$ cat src/rtl/ahb_bus_arbiter.sv
// Two-master (instruction fetch, data) to one-slave AHB-lite arbiter with a one-entry
// holding buffer per master. Define AHB_BUS_ARBITER_RR_EN for round-robin on ties (default D>I).
module ahb_bus_arbiter (
  input  logic        clk,
  input  logic        rst,
  input  logic [31:0] i_haddr,
  input  logic        i_hprot,
  input  logic [1:0]  i_hsize,
  input  logic        i_hwrite,
  input  logic [31:0] i_hwdata,
  input  logic        i_htrans,
  input  logic [31:0] d_haddr,
  input  logic        d_hprot,
  input  logic [1:0]  d_hsize,
  input  logic        d_hwrite,
  input  logic [31:0] d_hwdata,
  input  logic        d_htrans,
  output logic [31:0] i_hrdata,
  output logic        i_hresp,
  output logic        i_hready,
  output logic [31:0] d_hrdata,
  output logic        d_hresp,
  output logic        d_hready,
  output logic [31:0] s_haddr,
  output logic        s_hprot,
  output logic [1:0]  s_hsize,
  output logic        s_hwrite,
  output logic        s_htrans,
  output logic [31:0] s_hwdata,
  input  logic [31:0] s_hrdata,
  input  logic        s_hresp,
  input  logic        s_hready
);

  typedef enum logic [1:0] {OwnNone = 2'd0, OwnI = 2'd1, OwnD = 2'd2} own_e;

  own_e        own_q, own_d;
  logic        pend_i_q, pend_i_d, pend_d_q, pend_d_d;
  logic [31:0] ibuf_addr_q, dbuf_addr_q;
  logic        ibuf_prot_q, dbuf_prot_q;
  logic [1:0]  ibuf_size_q, dbuf_size_q;
  logic        ibuf_write_q, dbuf_write_q;

  logic        live_i, live_d, eff_i, eff_d, grant_i, grant_d, cap_i, cap_d;
  logic [31:0] ei_addr, ed_addr;
  logic        ei_prot, ed_prot, ei_write, ed_write;
  logic [1:0]  ei_size, ed_size;

`ifdef AHB_BUS_ARBITER_RR_EN
  logic last_d_q;  // 1 when D received the most recent grant
`endif

  always_comb begin
    // A buffered master is stalled, so it can never present a live request.
    i_hready = (own_q == OwnI) ? s_hready : ~pend_i_q;
    d_hready = (own_q == OwnD) ? s_hready : ~pend_d_q;
    i_hresp  = (own_q == OwnI) ? s_hresp : 1'b0;
    d_hresp  = (own_q == OwnD) ? s_hresp : 1'b0;
    i_hrdata = s_hrdata;
    d_hrdata = s_hrdata;

    live_i = i_htrans & i_hready;
    live_d = d_htrans & d_hready;
    eff_i  = pend_i_q | live_i;
    eff_d  = pend_d_q | live_d;

    ei_addr  = pend_i_q ? ibuf_addr_q  : i_haddr;
    ei_prot  = pend_i_q ? ibuf_prot_q  : i_hprot;
    ei_size  = pend_i_q ? ibuf_size_q  : i_hsize;
    ei_write = pend_i_q ? ibuf_write_q : i_hwrite;
    ed_addr  = pend_d_q ? dbuf_addr_q  : d_haddr;
    ed_prot  = pend_d_q ? dbuf_prot_q  : d_hprot;
    ed_size  = pend_d_q ? dbuf_size_q  : d_hsize;
    ed_write = pend_d_q ? dbuf_write_q : d_hwrite;

`ifdef AHB_BUS_ARBITER_RR_EN
    grant_d = (eff_i & eff_d) ? ~last_d_q : eff_d;
`else
    grant_d = eff_d;
`endif
    grant_i = eff_i & ~grant_d;

    s_htrans = grant_i | grant_d;
    s_haddr  = 32'd0;
    s_hprot  = 1'b0;
    s_hsize  = 2'd0;
    s_hwrite = 1'b0;
    if (grant_d) begin
      s_haddr  = ed_addr;
      s_hprot  = ed_prot;
      s_hsize  = ed_size;
      s_hwrite = ed_write;
    end else if (grant_i) begin
      s_haddr  = ei_addr;
      s_hprot  = ei_prot;
      s_hsize  = ei_size;
      s_hwrite = ei_write;
    end

    unique case (own_q)
      OwnI:    s_hwdata = i_hwdata;
      OwnD:    s_hwdata = d_hwdata;
      default: s_hwdata = 32'd0;
    endcase

    // Accepted by the master but not by the slave this cycle: hold it.
    cap_i    = live_i & ~(grant_i & s_hready);
    cap_d    = live_d & ~(grant_d & s_hready);
    pend_i_d = cap_i | (pend_i_q & ~(grant_i & s_hready));
    pend_d_d = cap_d | (pend_d_q & ~(grant_d & s_hready));

    own_d = own_q;
    if (s_hready) begin
      if (grant_d)      own_d = OwnD;
      else if (grant_i) own_d = OwnI;
      else              own_d = OwnNone;
    end
  end

  always_ff @(posedge clk) begin
    if (rst) begin
      own_q        <= OwnNone;
      pend_i_q     <= 1'b0;
      pend_d_q     <= 1'b0;
      ibuf_addr_q  <= 32'd0;
      ibuf_prot_q  <= 1'b0;
      ibuf_size_q  <= 2'd0;
      ibuf_write_q <= 1'b0;
      dbuf_addr_q  <= 32'd0;
      dbuf_prot_q  <= 1'b0;
      dbuf_size_q  <= 2'd0;
      dbuf_write_q <= 1'b0;
    end else begin
      own_q    <= own_d;
      pend_i_q <= pend_i_d;
      pend_d_q <= pend_d_d;
      if (cap_i) begin
        ibuf_addr_q  <= i_haddr;
        ibuf_prot_q  <= i_hprot;
        ibuf_size_q  <= i_hsize;
        ibuf_write_q <= i_hwrite;
      end
      if (cap_d) begin
        dbuf_addr_q  <= d_haddr;
        dbuf_prot_q  <= d_hprot;
        dbuf_size_q  <= d_hsize;
        dbuf_write_q <= d_hwrite;
      end
    end
  end

`ifdef AHB_BUS_ARBITER_RR_EN
  always_ff @(posedge clk) begin
    if (rst) begin
      last_d_q <= 1'b0;
    end else if (s_hready && (grant_i || grant_d)) begin
      last_d_q <= grant_d;
    end
  end
`endif

endmodule

$ cat config.mk
export PLATFORM = sky130hd
export DESIGN_NAME = ahb_bus_arbiter
export DESIGN_NICKNAME = d
export VERILOG_FILES = /design/src/rtl/ahb_bus_arbiter.sv
export SDC_FILE = /design/constraint.sdc
export NUM_CORES = 1
export LEC_CHECK = 0
export CORE_ASPECT_RATIO = 0.5
export CORE_UTILIZATION = 42
export CTS_CLUSTER_SIZE = 28
export DETAILED_ROUTE_END_ITERATION = 7
export GPL_TIMING_DRIVEN = 0
export PLACE_DENSITY = 0.87
export SETUP_SLACK_MARGIN = 0.3
export SLEW_MARGIN = 10
export SYNTH_ARGS = -nofsm -noshare
export SYNTH_HDL_FRONTEND = slang
export SYNTH_SLANG_ARGS = --single-unit
export TNS_END_PERCENT = 10
$ cat constraint.sdc
create_clock -name clk -period 4.3 [get_ports clk]
set_input_delay 1.29 -clock clk [delete_from_list [all_inputs] [get_ports clk]]
set_output_delay 1.29 -clock clk [all_outputs]
set_load 0.005 [all_outputs]
# Yosys cells after proc, flatten, opt, wreduce, memory -nomap -nowiden
# Index checks and enable logic that the tools add are counted.
[totals]
register_bits = 76
input_bits = 174
out_inout_bits = 137
word_cells = 55
[classes]
n_eq_ne = 2
mux = 23
bitwise_logic = 19
[ops]
columns = ["cell", "count"]
rows = [
  ["$mux W32", 4],
  ["$pmux W32 S2", 1],
  ["$mux W1", 13],
  ["$mux W2", 5],
  ["$and A1 B1 Y1", 9],
  ["$not A1 Y1", 5],
  ["$or A1 B1 Y1", 5],
  ["$eq A2 B1 Y1 const B", 1],
  ["$eq A2 B2 Y1 const B", 1],
]

# Depth between registers and ports, before layout
# Gate-level depths: netlist (run 1).
[depth]
word_depth = 10
mapped_depth = 8
mapped_depth_nobuf = 5

# Worst setup path before layout (run 1)
# Ideal clock, no wire load.
[synth_timing]
path_kind = "input -> output"
start = "in s_hready"
end = "out s_haddr[20]"
arrival_ps = 2289
required_time_ps = 3010
path_slack_ps = 721
path_stages = 6
path_buffers = 3
cell_sequence = "buf_6 > nand2b_1 > buf_2 > buf_2 > a32o_1 > a31oi_1"
[synth_via]
elab_chain_len = 7
elab_cells_between_ends = 10
cone_classes = "mux (4); bitwise (6)"
[synth_lines]
columns = ["item", "line_no", "rtl"]
rows = [
  ["start, declared", "32", "input logic s_hready"],
  ["$mux W1", "56", "d_hready = (own_q == OwnD) ? s_hready : ~pend_d_q;"],
  ["$and A1 B1 Y1", "63", "live_d = d_htrans & d_hready;"],
  ["$or A1 B1 Y1", "65", "eff_d = pend_d_q | live_d;"],
  ["$not A1 Y1", "81", "grant_i = eff_i & ~grant_d;"],
  ["$and A1 B1 Y1", "81", ""],
  ["$mux W32", "93", "end else if (grant_i) begin"],
  ["$mux W32 *", "88", "if (grant_d) begin"],
  ["end, declared", "24", "output logic [31:0] s_haddr,"],
]
# Mark *: on every way between the ends. The rest lies on a longest branch, timed or not.

# Worst setup path after layout (run 1)
[layout_timing]
start = "in s_hready"
end = "out s_haddr[15]"
# Same word-level chain as after synthesis.

==> implementation parameters, run 1 <==
Parameter                              Value

Status
  Result of the run    complete, no violations

Global route
  Leftover overflow at the end of global routing    0
  Global-route usage over all layers    28.3%
  Vias in the first global route    approximately 6,200
  Initial antenna violation count    1
  Global-route wire length before repair    slightly above 30,000 um
  Largest net degree at the start of global routing    13

Layout
  Fraction of final layout cells with drive strength greater than 1    about 12%
  Final cell count without fillers    1,201
  Layout net count    roughly 1,200
  Area added between synthesis and finish    61.5%
  Final core utilization    69.8%
  Area of combinational cells with multiple inputs    slightly above 0.003 sq mm
  Register area    approximately 0.0015 sq mm
  Count of fill cells added during filler insertion    between 1,000 and 1,500

Yosys
  Post-synth EDFFs    0
  Synth cell count leaders    sky130_fd_sc_hd__nand2_1, sky130_fd_sc_hd__dfxtp_1, sky130_fd_sc_hd__nand2b_1
  Synth top area cells    sky130_fd_sc_hd__dfxtp_1, sky130_fd_sc_hd__buf_4, sky130_fd_sc_hd__nand2b_1
  Combined area of all synthesized cells    roughly 0.0055 sq mm
  Post-synthesis net count    roughly 910
  Mapped Cells    736
  Post-synthesis register bit count    between 70 and 80
  Cell with the most instances after synthesis    sky130_fd_sc_hd__nand2_1
  Average cell area after synthesis    7.48 sq um
  Yosys top cell area share    between 20 and 30%
  Ys Warns    0
  Share of the yosys chip area belonging to registers    ~28%
  Async S/R FF share, synth    0%
  Biggest area consumer among synthesized cells    sky130_fd_sc_hd__dfxtp_1
  Flip-flop cell with the highest count after synthesis    sky130_fd_sc_hd__dfxtp_1
  Count of different cell masters after synthesis    28

STA
  Maximum operating frequency    between 200 and 250 MHz
  Worst Clk Skew    about 5.8 ps
  Headroom to the max-slew limit    between 50% and 60%
  Total of endpoints with negative setup slack in the final report    0
  Hold Violations, Final    0
  Fin worst setup slack    between 90 and 100 ps
  Unrepaired setup endpoints after global routing    yes
  Number of slew-limit violations in the final report    0
  Period utilization    97.8%
  Crit path time final    4200 ps
  Worst-margin pin slew    ~660 ps

Floorplanning
  Ports placed on the boundary    between 300 and 400
  Die area    between 0.01 and 0.015 sq mm
  Placement row count    29
  Die extent in x    164 um
  Initial Util    43.2%
  Die Height    83.0 um
  Placeable core region    0.0127 sq mm

Route
  First-iteration detailed-routing DRC count    about 570
  First-pass iteration count of the detailed router    5
  DR DRC count    0
  Via count    ~6,500
  Average wire per cell in the routed design    roughly 17 um
  Antenna Nets Post-Route    0
  Overall routed net length    19,900 um
  Number of vias per cell    5.40

Setup path
  Startpoint class of the critical path    input port
  End point of the critical path    s_haddr[15]
  Slack of the worst reg-to-reg path    approximately 2200 ps
  Ordered list of cells on the worst path    buf_6, nand2b_4, buf_6, buf_4, a32o_1, a31oi_1, clkdlybuf4s50_1
  Arrival @ worst endpoint    2910 ps
  Buf+Inv Stages, Crit Path    4
  Critical path depth    7
  CP startpoint    s_hready
  Crit path top cell by count    sky130_fd_sc_hd__buf_6
  CP delay by family, top    buffers and inverters
  Sort of element at the end of the critical path    output port
  Largest fanout on the critical path    10
  Slowest stage delay, CP    540 ps
  Worst r2r src    own_q[0]
  Master of the slowest instance on the critical path    sky130_fd_sc_hd__clkdlybuf4s50_1
  WS Path Type    input port to output port
  Data required time of the critical path    3010 ps
  Cell count of the worst reg-to-reg path    7
  Worst reg2reg path endpoint    dbuf_addr_q[5]

CTS
  CTS Buffer Depth    2
  Clk slew on worst S/H paths    60 ps
  Skew-Pair Late Insertion Delay    roughly 340 ps
  H-tree levels    3
  Sink Count    76
  Clock buffers created by TritonCTS    9
  TritonCTS clock tree    done
  Root buffer selected by CTS    sky130_fd_sc_hd__clkbuf_16

Hold path
  Hold wc startpoint    dbuf_addr_q[4]
  Hold WC Path Type    register to register

Power
  Power density relative to cell area    approximately 260 mW/mm^2
  Total design power    between 2 and 2.5 mW
  Clock share of power    ~33%
  Net switching power figure    between 0.6 and 0.7 mW
  Worst supply voltage drop on vdd    160 uV
  Reported leakage power    about 3.3 nW
  Pint    approximately 1.6 mW
  Share of total power in sequential cells    between 30% and 40%
  Combinational cell fraction of total power    33.8%
  Switching power as a share of total power    27.9%

Placement
  Count of input and output buffers    ~280
  DP Wirelength    15,100 um
  Total placed cells including tap cells    1,182
  Setup slack at placement    -608 ps
  Final weighted congestion in routability-driven placement    approximately 0.85

Run
  Max-cap violation count    0
[cell type report]
type / instances / share of cell area, %
multi-input combinational: 486 / 34.2
timing repair buffer: 278 / 31.1
sequential: 76 / 17.1
buffer: 135 / 10.3
clock buffer: 11 / 2.62
tap: 170 / 2.39
inverter: 39 / 1.65
clock inverter: 5 / 0.591
antenna: 1 / 0.0281
[layer usage]
metal / GRT usage, % / wire [um] / vias up
met5: 0 / 0 / -
met4: 14.6 / 796 / 0
met3: 5.79 / 1600 / 69
met2: 51.0 / 10100 / 382
met1: 31.2 / 7390 / 3003
li1: - / - / 3037
[layout by cell type (no fill, tap or decap), types with 6 or more instances in the layout]
cell | Yosys | final
sky130_fd_sc_hd__a21oi_1 | 39 | 39
sky130_fd_sc_hd__a22oi_1 | 32 | 32
sky130_fd_sc_hd__a31oi_1 | 36 | 31
sky130_fd_sc_hd__a32o_1 | 36 | 36
sky130_fd_sc_hd__buf_2 | 17 | 12
sky130_fd_sc_hd__buf_4 | 66 | 74
sky130_fd_sc_hd__buf_6 | 5 | 6
sky130_fd_sc_hd__clkbuf_1 | 42 | 37
sky130_fd_sc_hd__clkbuf_16 | 0 | 9
sky130_fd_sc_hd__clkdlybuf4s50_1 | 0 | 264
sky130_fd_sc_hd__dfxtp_1 | 76 | 76
sky130_fd_sc_hd__dlygate4sd2_1 | 0 | 8
sky130_fd_sc_hd__inv_1 | 39 | 39
sky130_fd_sc_hd__mux2i_1 | 36 | 36
sky130_fd_sc_hd__nand2_1 | 109 | 109
sky130_fd_sc_hd__nand2b_1 | 75 | 74
sky130_fd_sc_hd__nand4b_1 | 36 | 36
sky130_fd_sc_hd__nor2_1 | 71 | 71
[stage by stage]
stage          setup TNS [ps]  hold slack (ps)  instance area, sq um
6_report                    0              457                  8890
5_1_grt                     0              476                  8890
4_1_cts                     0              455                  8880
3_5_place_dp           -14270              447                  8480
3_3_place_gp           -13950              441                  8480
2_1_floorplan               0              436                  5510
[worst min path at each step]
stage,to,slack (ps),depth (start not counted)
3_5_place_dp,dbuf_addr_q[22],450,2
2_1_floorplan,dbuf_addr_q[0],440,2
6_report,dbuf_addr_q[4],460,2
3_3_place_gp,dbuf_addr_q[7],440,2
4_1_cts,dbuf_addr_q[22],460,2
5_1_grt,dbuf_addr_q[0],480,2
[cell families after synthesis]
| family | synth area share [%] |
|---|---|
| AOI/OAI and AO/OA | 19.0 |
| adders and majority gates | 0.454 |
| buffers and inverters | 18.0 |
| DFF | 27.6 |
| muxes | 6.54 |
| and+or+nand+nor | 28.4 |
[repair_timing]
item | 4_1_cts | 5_1_grt
hold buffers | 0 | 0
endpoints found under the setup margin | 38 | 31
gates resized for setup | 44 | 6
pin swaps | 5 | 0
buffers inserted | 2 | 0
cloned | 0 | 0
[tightest hold or removal path, delay by kind of cell (launching register included)]
kind             cells  cell delay, ps
flip-flops           1             310
AND/OR/NAND/NOR      1              50
AO/OA/AOI/OAI        1              50
[sequential cells by signal, indices dropped and copies added, names as in the netlist]
name / count
dbuf_addr_q: 32
dbuf_prot_q: 1
dbuf_size_q: 2
dbuf_write_q: 1
ibuf_addr_q: 32
ibuf_prot_q: 1
ibuf_size_q: 2
ibuf_write_q: 1
own_q: 2
pend_d_q: 1
pend_i_q: 1
[power groups by stage]
stage	Combinational, mW	Clock (mW)	Sequential, mW
after floorplan	0.353	0	0.777
after global placement	0.742	0	0.780
after detailed placement	0.757	0	0.782
after CTS	0.767	0.743	0.767
after global routing	0.823	0.775	0.772
final	0.773	0.744	0.768
No activity file was read; power rests on OpenSTA's default activity.
==> run 2, diff against run 1 <==
Settings changed: CORE_ASPECT_RATIO 0.5 to 0.75.
==> implementation parameters, run 2 (synthesis gave the netlist of run 1 again) <==
Parameter                              Value

Status
  Result of the run    complete, no violations

Layout
  Count of fill cells added during filler insertion    approximately 1,000
  Layout net count    1,199
  Area added between synthesis and finish    62.7%
  Leading cell type in the layout, fill and taps excluded    sky130_fd_sc_hd__clkdlybuf4s50_1
  Fraction of final layout cells with drive strength greater than 1    12.3%
  Cell area after layout    about 0.0090 sq mm
  Highest-count cells in the layout ignoring fill and taps    sky130_fd_sc_hd__clkdlybuf4s50_1, sky130_fd_sc_hd__nand2_1, sky130_fd_sc_hd__dfxtp_1
  Largest registers    dbuf_addr_q (32), ibuf_addr_q (32)

Power
  Reported leakage power    ~3.5 nW
  Worst supply voltage drop on vdd    235 uV
  Power density relative to cell area    between 200 and 300 mW/mm^2

STA
  Worst-margin pin slew    645 ps
  Hold Violations, Final    0
  Unrepaired setup endpoints after global routing    yes
  Headroom to the max-slew limit    56.8%
  Crit path time final    4240 ps
  Worst Clk Skew    7.16 ps
  Number of slew-limit violations in the final report    0
  Maximum operating frequency    236 MHz
  Total of endpoints with negative setup slack in the final report    0
  Period utilization    98.7%
  Hold slack    ~460 ps

Route
  Highest metal layer with signal wires    met4
  Length of routed met3 wiring    roughly 1800 um
  Met2 wire length    9890 um
  First-iteration detailed-routing DRC count    555
  DR DRC count    0
  First-pass iteration count of the detailed router    5
  Overall routed net length    20,900 um
  Number of vias per cell    around 5.4
  Average wire per cell in the routed design    17.5 um
  Antenna Nets Post-Route    0
  Routed metal-1 wire length    about 9000 um
  Via count    6,406

CTS
  Post-CTS Repair Setup Buffers    0
  Root buffer selected by CTS    sky130_fd_sc_hd__clkbuf_16
  Clock buffers created by TritonCTS    9
  Clk slew on worst S/H paths    roughly 50 ps
  Skew-Pair Late Insertion Delay    between 300 and 400 ps
  CTS Buffer Depth    2
  H-tree levels    3
  Hold buffer count at cts    0
  TritonCTS clock tree    done
  Sink Count    76

Run
  Max-cap violation count    0

Global route
  Largest net degree at the start of global routing    13
  Global-route wire length before repair    30,800 um
  Leftover overflow at the end of global routing    0
  Initial antenna violation count    0
  Global-route usage over all layers    28.8%
  Vias in the first global route    about 5,800

Floorplanning
  Placeable core region    between 0.01 and 0.015 sq mm
  Die Height    between 100 and 150 um
  Die area    around 0.014 sq mm
  Initial Util    roughly 44%
  Die extent in x    between 100 and 150 um
  Ports placed on the boundary    about 310
  Placement row count    35

Setup path
  Data required time of the critical path    about 3000 ps
  Sort of element at the end of the critical path    output port
  Arrival @ worst endpoint    between 2000 and 3000 ps
  Largest fanout on the critical path    10
  WS Path Type    input port to output port
  Startpoint class of the critical path    input port

Placement
  DP Wirelength    about 15,000 um
  Count of input and output buffers    between 200 and 300
  Final weighted congestion in routability-driven placement    about 0.83
  Area post-placement    0.00848 sq mm

Hold path
  Hold WC Path Type    register to register
## run 2: changes by cell type in the layout (fill, tap and decap cells not counted), moves of 2 or more
cell,delta
sky130_fd_sc_hd__dlygate4sd2_1,-6
sky130_fd_sc_hd__a31oi_1,-2
sky130_fd_sc_hd__dlymetal6s2s_1,+29
sky130_fd_sc_hd__a31oi_2,+2
sky130_fd_sc_hd__buf_4,-2
sky130_fd_sc_hd__clkinv_2,-2
sky130_fd_sc_hd__clkdlybuf4s50_1,-25
## run 2: metal layers
metal  track usage (%)  vias up
li1                  -     3033
met1              39.9     3029
met2              45.8      321
met3              6.11       23
met4              7.09        0
met5                 0        -
## run 2: power breakdown
group	internal (mW)	switching, mW	leakage (nW)
Combinational	0.446	0.326	2.78
Sequential	0.746	0.0212	0.622
Clock	0.461	0.295	0.138
Total	1.65	0.642	3.54
## run 2: timing repair
action	4_1_cts	5_1_grt
pin swaps	0	1
gates resized for setup	29	53
cloned	0	0
endpoints found under the setup margin	38	38
## run 2: final cells by class
class	instances	area [sq um]	area share, %
clock inverter	4	50.0	0.559
buffer	135	910	10.2
timing repair buffer	276	2840	31.7
clock buffer	11	243	2.71
inverter	39	146	1.63
multi-input combinational	486	3040	34.0
tap	166	208	2.32
antenna	1	2.50	0.0279
sequential	76	1520	17.0
## run 2: per-stage QoR
step	power, mW	std cells	worst slack [ps]	setup TNS [ps]	utilization (%)
global placement	1.53	1178	-654	-16270	67.7
CTS	2.30	1193	48.2	0	70.5
floorplan	1.13	736	721	0	-
detailed placement	1.54	1178	-664	-16680	67.7
finish	2.30	1194	57.6	0	71.5
global route	2.38	1193	49.0	0	71.5
## run 2: worst max-delay path: stages
cell                              delay [ps]
sky130_fd_sc_hd__buf_6                   120
sky130_fd_sc_hd__nand2b_1                200
sky130_fd_sc_hd__buf_6                   170
sky130_fd_sc_hd__buf_4                   180
sky130_fd_sc_hd__a32o_1                  260
sky130_fd_sc_hd__a31oi_1                 180
sky130_fd_sc_hd__clkdlybuf4s50_1         530
## run 2: path summary, 6_finish.rpt
path | start | to | slack [ps] | cells after the start
setup / recovery | s_hready | s_haddr[8] | 60 | 7
hold / removal | dbuf_addr_q[23] | dbuf_addr_q[23] | 460 | 2
setup reg to reg | own_q[0] | dbuf_addr_q[30] | 2220 | 7
hold reg to reg | dbuf_addr_q[23] | dbuf_addr_q[23] | 460 | 2
==> run 3, diff against run 2 <==
Settings changed: SETUP_SLACK_MARGIN 0.3 to unset, TNS_END_PERCENT 10 to 50.
==> implementation parameters, run 3 (synthesis gave the netlist of run 1 again) <==
Parameter                              Value

Placement
  Total placed cells including tap cells    about 1,200
  Count of input and output buffers    about 280
  Area post-placement    approximately 0.0085 sq mm
  Final weighted congestion in routability-driven placement    0.832
  DP Wirelength    roughly 15,000 um
  Setup slack at placement    -664 ps

Setup path
  Buf+Inv Stages, Crit Path    4
  Ordered list of cells on the worst path    buf_6, nand2b_1, buf_4, buf_4, a32o_1, a31oi_1, clkdlybuf4s50_1
  Arrival @ worst endpoint    2980 ps
  Cell count of the worst reg-to-reg path    7
  Slowest stage delay, CP    approximately 530 ps
  Largest fanout on the critical path    10
  Worst reg2reg path endpoint    dbuf_addr_q[30]
  Sort of element at the end of the critical path    output port
  Critical path depth    7
  Slack of the worst reg-to-reg path    about 2300 ps
  WS Path Type    input port to output port
  Crit path top cell by count    sky130_fd_sc_hd__buf_4
  Master of the slowest instance on the critical path    sky130_fd_sc_hd__clkdlybuf4s50_1
  Data required time of the critical path    3010 ps
  CP delay by family, top    buffers and inverters
  Startpoint class of the critical path    input port
  Worst r2r src    own_q[0]

Hold path
  Hold Path Cell Cnt    2
  End of the worst hold path    dbuf_addr_q[29]
  Hold wc startpoint    dbuf_addr_q[29]
  Hold WC Path Type    register to register

Global route
  Layer with the highest usage after global routing    met2
  Largest net degree at the start of global routing    13
  Met2 track utilization from global routing    45.5%
  Global-route wire length before repair    just over 30,000 um
  Initial antenna violation count    0
  Global-route usage over all layers    roughly 29%
  Vias in the first global route    ~5,800
  Met3 GRT Util    6.16%
  Met1 track demand over resource    40.0%
  Leftover overflow at the end of global routing    0

STA
  Number of slew-limit violations in the final report    0
  Fin worst setup slack    roughly 34 ps
  Maximum operating frequency    approximately 230 MHz
  Headroom to the max-slew limit    just under 60%
  Worst Clk Skew    ~8.5 ps
  Period utilization    99.2%
  Worst-margin pin slew    between 600 and 700 ps
  Final setup TNS    0 ps
  Total of endpoints with negative setup slack in the final report    0
  Crit path time final    around 4300 ps
  Hold slack    around 450 ps
  Unrepaired setup endpoints after global routing    yes
  Hold Violations, Final    0

Floorplanning
  Initial Util    44.0%
  Placement row count    35
  Die area    between 0.01 and 0.015 sq mm
  Ports placed on the boundary    between 300 and 400
  Die extent in x    between 100 and 150 um
  Die Height    slightly above 100 um
  Placeable core region    0.0125 sq mm

CTS
  Hold buffer count at cts    0
  H-tree levels    3
  Skew-Pair Late Insertion Delay    around 340 ps
  Clock buffers created by TritonCTS    9
  TritonCTS clock tree    done
  CTS Buffer Depth    2
  Clk slew on worst S/H paths    50 ps
  Sink Count    76
  Root buffer selected by CTS    sky130_fd_sc_hd__clkbuf_16

Layout
  Count of fill cells added during filler insertion    just over 1,000
  Final cell count without fillers    around 1,200
  Leading cell type in the layout, fill and taps excluded    sky130_fd_sc_hd__clkdlybuf4s50_1
  Largest registers    dbuf_addr_q (32), ibuf_addr_q (32)
  Register area    0.00152 sq mm
  Area of combinational cells with multiple inputs    a little over 0.003 sq mm
  Cell area after layout    slightly below 0.009 sq mm
  Layout net count    roughly 1,200
  Fraction of final layout cells with drive strength greater than 1    approximately an eighth
  Final core utilization    approximately 71%
  Highest-count cells in the layout ignoring fill and taps    sky130_fd_sc_hd__clkdlybuf4s50_1, sky130_fd_sc_hd__nand2_1, sky130_fd_sc_hd__dfxtp_1
  Area added between synthesis and finish    61.3%

Route
  DR DRC count    0
  Antenna Nets Post-Route    0
  First-iteration detailed-routing DRC count    499
  Via count    6,386
  First-pass iteration count of the detailed router    6
  Average wire per cell in the routed design    between 15 and 20 um
  Number of vias per cell    between 5 and 6
  Overall routed net length    20,900 um

Run
  Max-cap violation count    0

Power
  Total design power    between 2 and 2.5 mW
  Power density relative to cell area    between 200 and 300 mW/mm^2
  Worst supply voltage drop on vdd    about 230 uV
  Reported leakage power    between 3 and 4 nW

Status
  Result of the run    complete, no violations
[run 3: cell type report]
| cell class | instances | area share (%) |
|---|---|---|
| clock inverters | 4 | 0.563 |
| inverters | 39 | 1.65 |
| repair buffers | 276 | 31.4 |
| multi-input cells | 486 | 34.1 |
| clock buffers | 11 | 2.73 |
| plain buffers | 135 | 10.1 |
| diodes | 1 | 0.0282 |
| flip-flops and latches | 76 | 17.1 |
| well taps | 166 | 2.34 |
[run 3: worst reg2reg max path, cell delays in order, from the launching register on]
cell and delay, ps:
sky130_fd_sc_hd__dfxtp_1 350, sky130_fd_sc_hd__inv_1 50, sky130_fd_sc_hd__ha_1 180, sky130_fd_sc_hd__buf_4 180, sky130_fd_sc_hd__nor4b_4 600, sky130_fd_sc_hd__buf_2 350
sky130_fd_sc_hd__nand2_1 110, sky130_fd_sc_hd__a21oi_1 160
[run 3: how the worst max path moves through the flow]
stage / startpoint / slack (ps) / end
after global placement: i_htrans / -650 / s_haddr[15]
final: s_hready / 30 / s_haddr[8]
after CTS: s_hready / -1 / s_haddr[3]
after floorplan: s_hready / 720 / s_haddr[20]
after global routing: s_hready / -10 / s_haddr[1]
after detailed placement: i_htrans / -660 / s_haddr[30]
[run 3: timing repair]
action                                  CTS  global route
endpoints found under the setup margin   37            29
resized for setup                        21            25
buffers inserted                          0             0
[run 3: power breakdown]
part / internal (mW) / switching [mW]
Sequential: 0.746 / 0.0211
Clock: 0.461 / 0.297
Combinational: 0.452 / 0.324
[run 3: layer usage]
metal	up-vias	wire, um
met5	-	0
met4	0	257
met3	20	1670
met2	291	9840
met1	3044	9100
li1	3031	-
==> RTL edit 1, RTL diff (flow settings as in run 3) <==
Re-encode `own_e` (3 values) as one-hot, 3 bits wide.
--- a/src/rtl/ahb_bus_arbiter.sv
+++ b/src/rtl/ahb_bus_arbiter.sv
@@ -34,3 +34,3 @@
 
-  typedef enum logic [1:0] {OwnNone = 2'd0, OwnI = 2'd1, OwnD = 2'd2} own_e;
+  typedef enum logic [2:0] {OwnNone = 3'b001, OwnI = 3'b010, OwnD = 3'b100} own_e;
 
Function: no difference found for any inputs over 4 cycles, from zero or initial values and one cycle with rst high; so few cycles prove little.
==> RTL edit 1 against run 3 <==
  * The run now ends with negative setup slack left
  * Area after synthesis shrank 10%
  * Sequential power is 2% higher
  * Die area down 9.8%
  * Sequential share of layout area rose by 1.3 points
  * Power down 6.3%
  * Clock power decreased by 7.9%
  * Setup slack worse by 0.078 ns
  * Cell area fell by 5.8%
  * Sequential cell count is 1 higher
  * Global-route usage up 3.0 points
  * Wire length grew 0.38%
  * Non-clock buffer count is 8 lower
==> RTL edit 1: results <==
set metrics [dict create \
    crit_path_end "s_haddr[28]" \
    drive_above_1_share_pct 17.0 \
    leakage_nw 3.24 \
    grt_pass1_wl_mm 29.9 \
    violations "negative setup slack" \
    seq_cell_count 77 \
    wl_mm 20.9 \
    slew_headroom_pct 36.9 \
    die_w_um 127 \
    dp_hpwl_mm 15.8 \
    n_all_buffers 403 \
    fillers 829 \
    r2r_start "own_q[1]" \
    holdWs_ns 0.461 \
    hold_end "ibuf_addr_q[20]" \
    synthDistinctLibCells 35 \
    drtPass1Iterations 5 \
    dp_slack_ns -0.660 \
    synthAdderAreaFrac_pct 0 \
    synthMuxAreaShare_pct 14.5 \
    postSynthCellCount 590 \
    ff2ff_path_depth 5 \
    status "complete, but fails checks" \
    vias 5948 \
    layout.cells.non_filler 1040 \
    seqCellArea_um2 1540 \
    grt_max_degree 14 \
    grt.total_usage_pct 31.8 \
    multi_input_area_share_pct 33.4 \
    synth_compound_area_share_pct 26.4 \
    synth_fp_nets 764 \
    synth_top_cells_by_count "dfxtp_1, nand2_1, mux2i_1" \
    fin_nets 1051 \
    placed_cell_area_um2 7920 \
    first_iter_violations 464 \
    setup_viol 4 \
    antenna_found_initial 1 \
    multi_input_area_um2 2790 \
    inv_count 4 \
    grt_pass1_vias 5638 \
    fin_skew_ns 0.00752 \
    ctsHoldBuffers 0 \
    fin_ws_ns -0.0445 \
    globalplace.congestion 0.906 \
    largestRegisters "dbuf_addr_q (32), ibuf_addr_q (32), own_q (3)" \
    tns_ns -0.112 \
    clock_area_share_pct 3.20 \
    max-vdd-ir-drop_mv 0.229 \
    yosysSeqAreaShare_pct 31.1 \
    buf_share_pct 42.5 \
    multi_input_comb_cells 382 \
]
[RTL edit 1: cell types whose count changed in the layout (fill, tap and decap cells not counted), sizes merged, moves of 32 or more]
| cell | run 3 | this run |
|---|---|---|
| o31ai | 0 | 36 |
| mux2i | 36 | 72 |
| nand2b | 75 | 0 |
| a22o | 0 | 32 |
| a32oi | 0 | 36 |
| nand2 | 109 | 73 |
| nand3 | 0 | 36 |
| inv | 39 | 4 |
| nor2 | 71 | 1 |
| a31oi | 36 | 0 |
| o21ai | 0 | 36 |
| a32o | 36 | 0 |
| a22oi | 32 | 0 |
| nand4b | 36 | 0 |
[RTL edit 1: timing repair]
item	CTS	global route
pin swaps	0	0
gates resized for setup	70	43
endpoints found under the setup margin	38	40
[RTL edit 1: report_power, final]
group / leakage, nW / internal, mW / switching (mW)
clock network: 0.127 / 0.387 / 0.312
registers: 0.630 / 0.756 / 0.0267
logic: 2.49 / 0.385 / 0.290
[RTL edit 1: logic make-up (layout without fill, tap and decap cells)]
logic type             after synthesis  after routing
buffers and inverters              131            423
DFF                                 77             77
AOI/OAI and AO/OA                  185            185
and+or+nand+nor                    125            125
muxes                               72             72
other                                0              1
[RTL edit 1: per-layer routing]
layer / global-route usage, % / share of wire [%] / up-vias
met5: 0 / 0 / -
met4: 10.0 / 2.4 / 0
met3: 7.89 / 10 / 51
met2: 57.7 / 51 / 367
met1: 37.1 / 37 / 2838
li1: - / - / 2692
[RTL edit 1: critical path, stage by stage]
cell             delay (ns)
buf_6                  0.12
or4b_4                 0.55
buf_2                  0.22
clkbuf_4               0.22
a32oi_1                0.29
o31ai_2                0.13
clkdlybuf4s15_1        0.23
==> RTL edit 2, RTL diff (settings of run 3) <==
Made on the original files. Add a define of `AHB_BUS_ARBITER_RR_EN`.
--- a/src/rtl/ahb_bus_arbiter.sv
+++ b/src/rtl/ahb_bus_arbiter.sv
@@ -2,2 +2,4 @@
 // holding buffer per master. Define AHB_BUS_ARBITER_RR_EN for round-robin on ties (default D>I).
+`define AHB_BUS_ARBITER_RR_EN
+
 module ahb_bus_arbiter (
Function: changed (Yosys sat finds a counterexample within 4 cycles, from zero or initial values and one cycle with rst high).
==> RTL edit 2 against run 3 <==
  * Worst hold slack worse by 0.0030 ns
  * Clock skew fell by 0.0051 ns
  * Cell count down 12%
  * Power rose by 2.3%
  * Wire length fell by 19%
  * Area after synthesis fell by 14%
  * Die area fell by 14%
  * Global-route usage down 0.84 points
  * Non-clock buffer count down 15
  * Setup slack gained 0.062 ns
  * Sequential cell count is 1 higher
  * Cell area is 8.2% lower
  * Register-to-register slack got worse by 0.27 ns
  * Clock power is 6.3% higher
  * Critical path type unchanged
  * Critical endpoint is now s_haddr[0]
  * Highest routed layer unchanged
==> RTL edit 2: results <==
set metrics [dict create \
    post_drt_via_cell_ratio 5.16 \
    wl_per_cell_um 16.0 \
    max-vdd-ir-drop_mv 0.246 \
    grt.total_usage_pct 27.9 \
    slew_headroom_pct 47.2 \
    r2r_slack_ns 1.98 \
    arrival_ns 2.91 \
    postSynth.asyncResetShare_pct 0 \
    largestRegisters "dbuf_addr_q (32), ibuf_addr_q (32)" \
    avgSynthCellArea_um2 7.68 \
    globalplace.congestion 0.839 \
    grt_pass1_vias 4811 \
    synth_fp_nets 793 \
    synth_top_cells_by_count "nand2_1, dfxtp_1, a21oi_1, mux2i_1, buf_4" \
    dp_hpwl_mm 13.0 \
    dr_wl_met3_mm 1.30 \
    fin_skew_ns 0.00341 \
    netlist_top_cells_area "dfxtp_1, mux2i_1, nand2_1" \
    met2_length_mm 7.69 \
    p_clk_uw 806 \
    holdWs_ns 0.452 \
    leakage_nw 3.14 \
    hold_end "dbuf_size_q[0]" \
    met1_length_mm 7.71 \
    cpPeakStageDelay_ns 0.46 \
    synthDistinctLibCells 29 \
    place_inst 1033 \
    ff2ff_path_depth 9 \
    switching_share_pct 27.4 \
    grt_pass1_wl_mm 25.6 \
    crit_start "s_hready" \
    placed_cell_area_um2 7680 \
    hp-start "dbuf_size_q[0]" \
    timing.rr.end "dbuf_addr_q[8]" \
    yosysSeqAreaShare_pct 32.5 \
    fin_nets 1086 \
    status "finished, final reports clean" \
    comb-power_uw 765 \
    antenna_found_initial 1 \
    wl_mm 16.9 \
    crit_path_end "s_haddr[0]" \
]
==> RTL edit 2: cell types whose count changed in the layout (fill, tap and decap cells not counted), moves of 11 or more <==
cell	before	now
dlygate4sd2_1	1	25
a31oi_1	31	0
nand2b_1	75	1
inv_1	39	4
nor2_1	71	38
mux2i_1	36	72
a32o_1	36	0
dlymetal6s2s_1	13	2
a21oi_1	39	72
o22ai_1	0	25
nand2_1	109	146
nand4b_1	36	0
clkdlybuf4s50_1	261	244
==> RTL edit 2: through the flow <==
stage | utilization [%] | worst slack, ns | power [mW]
finish | 74.5 | 0.0958 | 2.35
global route | 74.5 | 0.0198 | 2.46
CTS | 74.4 | 0.0328 | 2.35
detailed placement | 70.2 | -0.613 | 1.54
global placement | 70.2 | -0.563 | 1.53
floorplan | - | 0.494 | 1.13
==> RTL edit 2: timing repair <==
action,4_1_cts,5_1_grt
pin swaps,2,1
setup buffers,7,0
resized for setup,63,4
hold endpoints to repair,0,0
endpoints found under the setup margin,36,3
==> RTL edit 2: layout make-up <==
cell class	instances	area [um^2]
well taps	140	175
multi-input cells	421	2580
fillers	838	2790
clock buffers	10	239
repair buffers	283	2790
plain buffers	113	732
flip-flops and latches	77	1540
clock inverters	5	75.1
inverters	5	18.8
diodes	1	2.50
==> RTL edit 2: worst min-delay path, stage by stage (launching register included) <==
cell	delay, ns
dfxtp_1	0.31
nand2_1	0.05
a21oi_1	0.05
==> RTL edit 2: kinds of logic after synthesis <==
kind of cell,Yosys count,synth area share [%]
AOI/OAI and AO/OA,154,20.6
adders and majority gates,2,0.528
buffers and inverters,119,15.4
DFF,77,32.5
and+or+nand+nor,193,15.8
muxes,72,15.2
==> RTL edit 2: routing by layer <==
layer	global-route usage, %	vias up
met2	42.5	240
li1	-	2650
met1	39.2	2530
met3	6.26	21
met5	0	-
met4	8.03	0
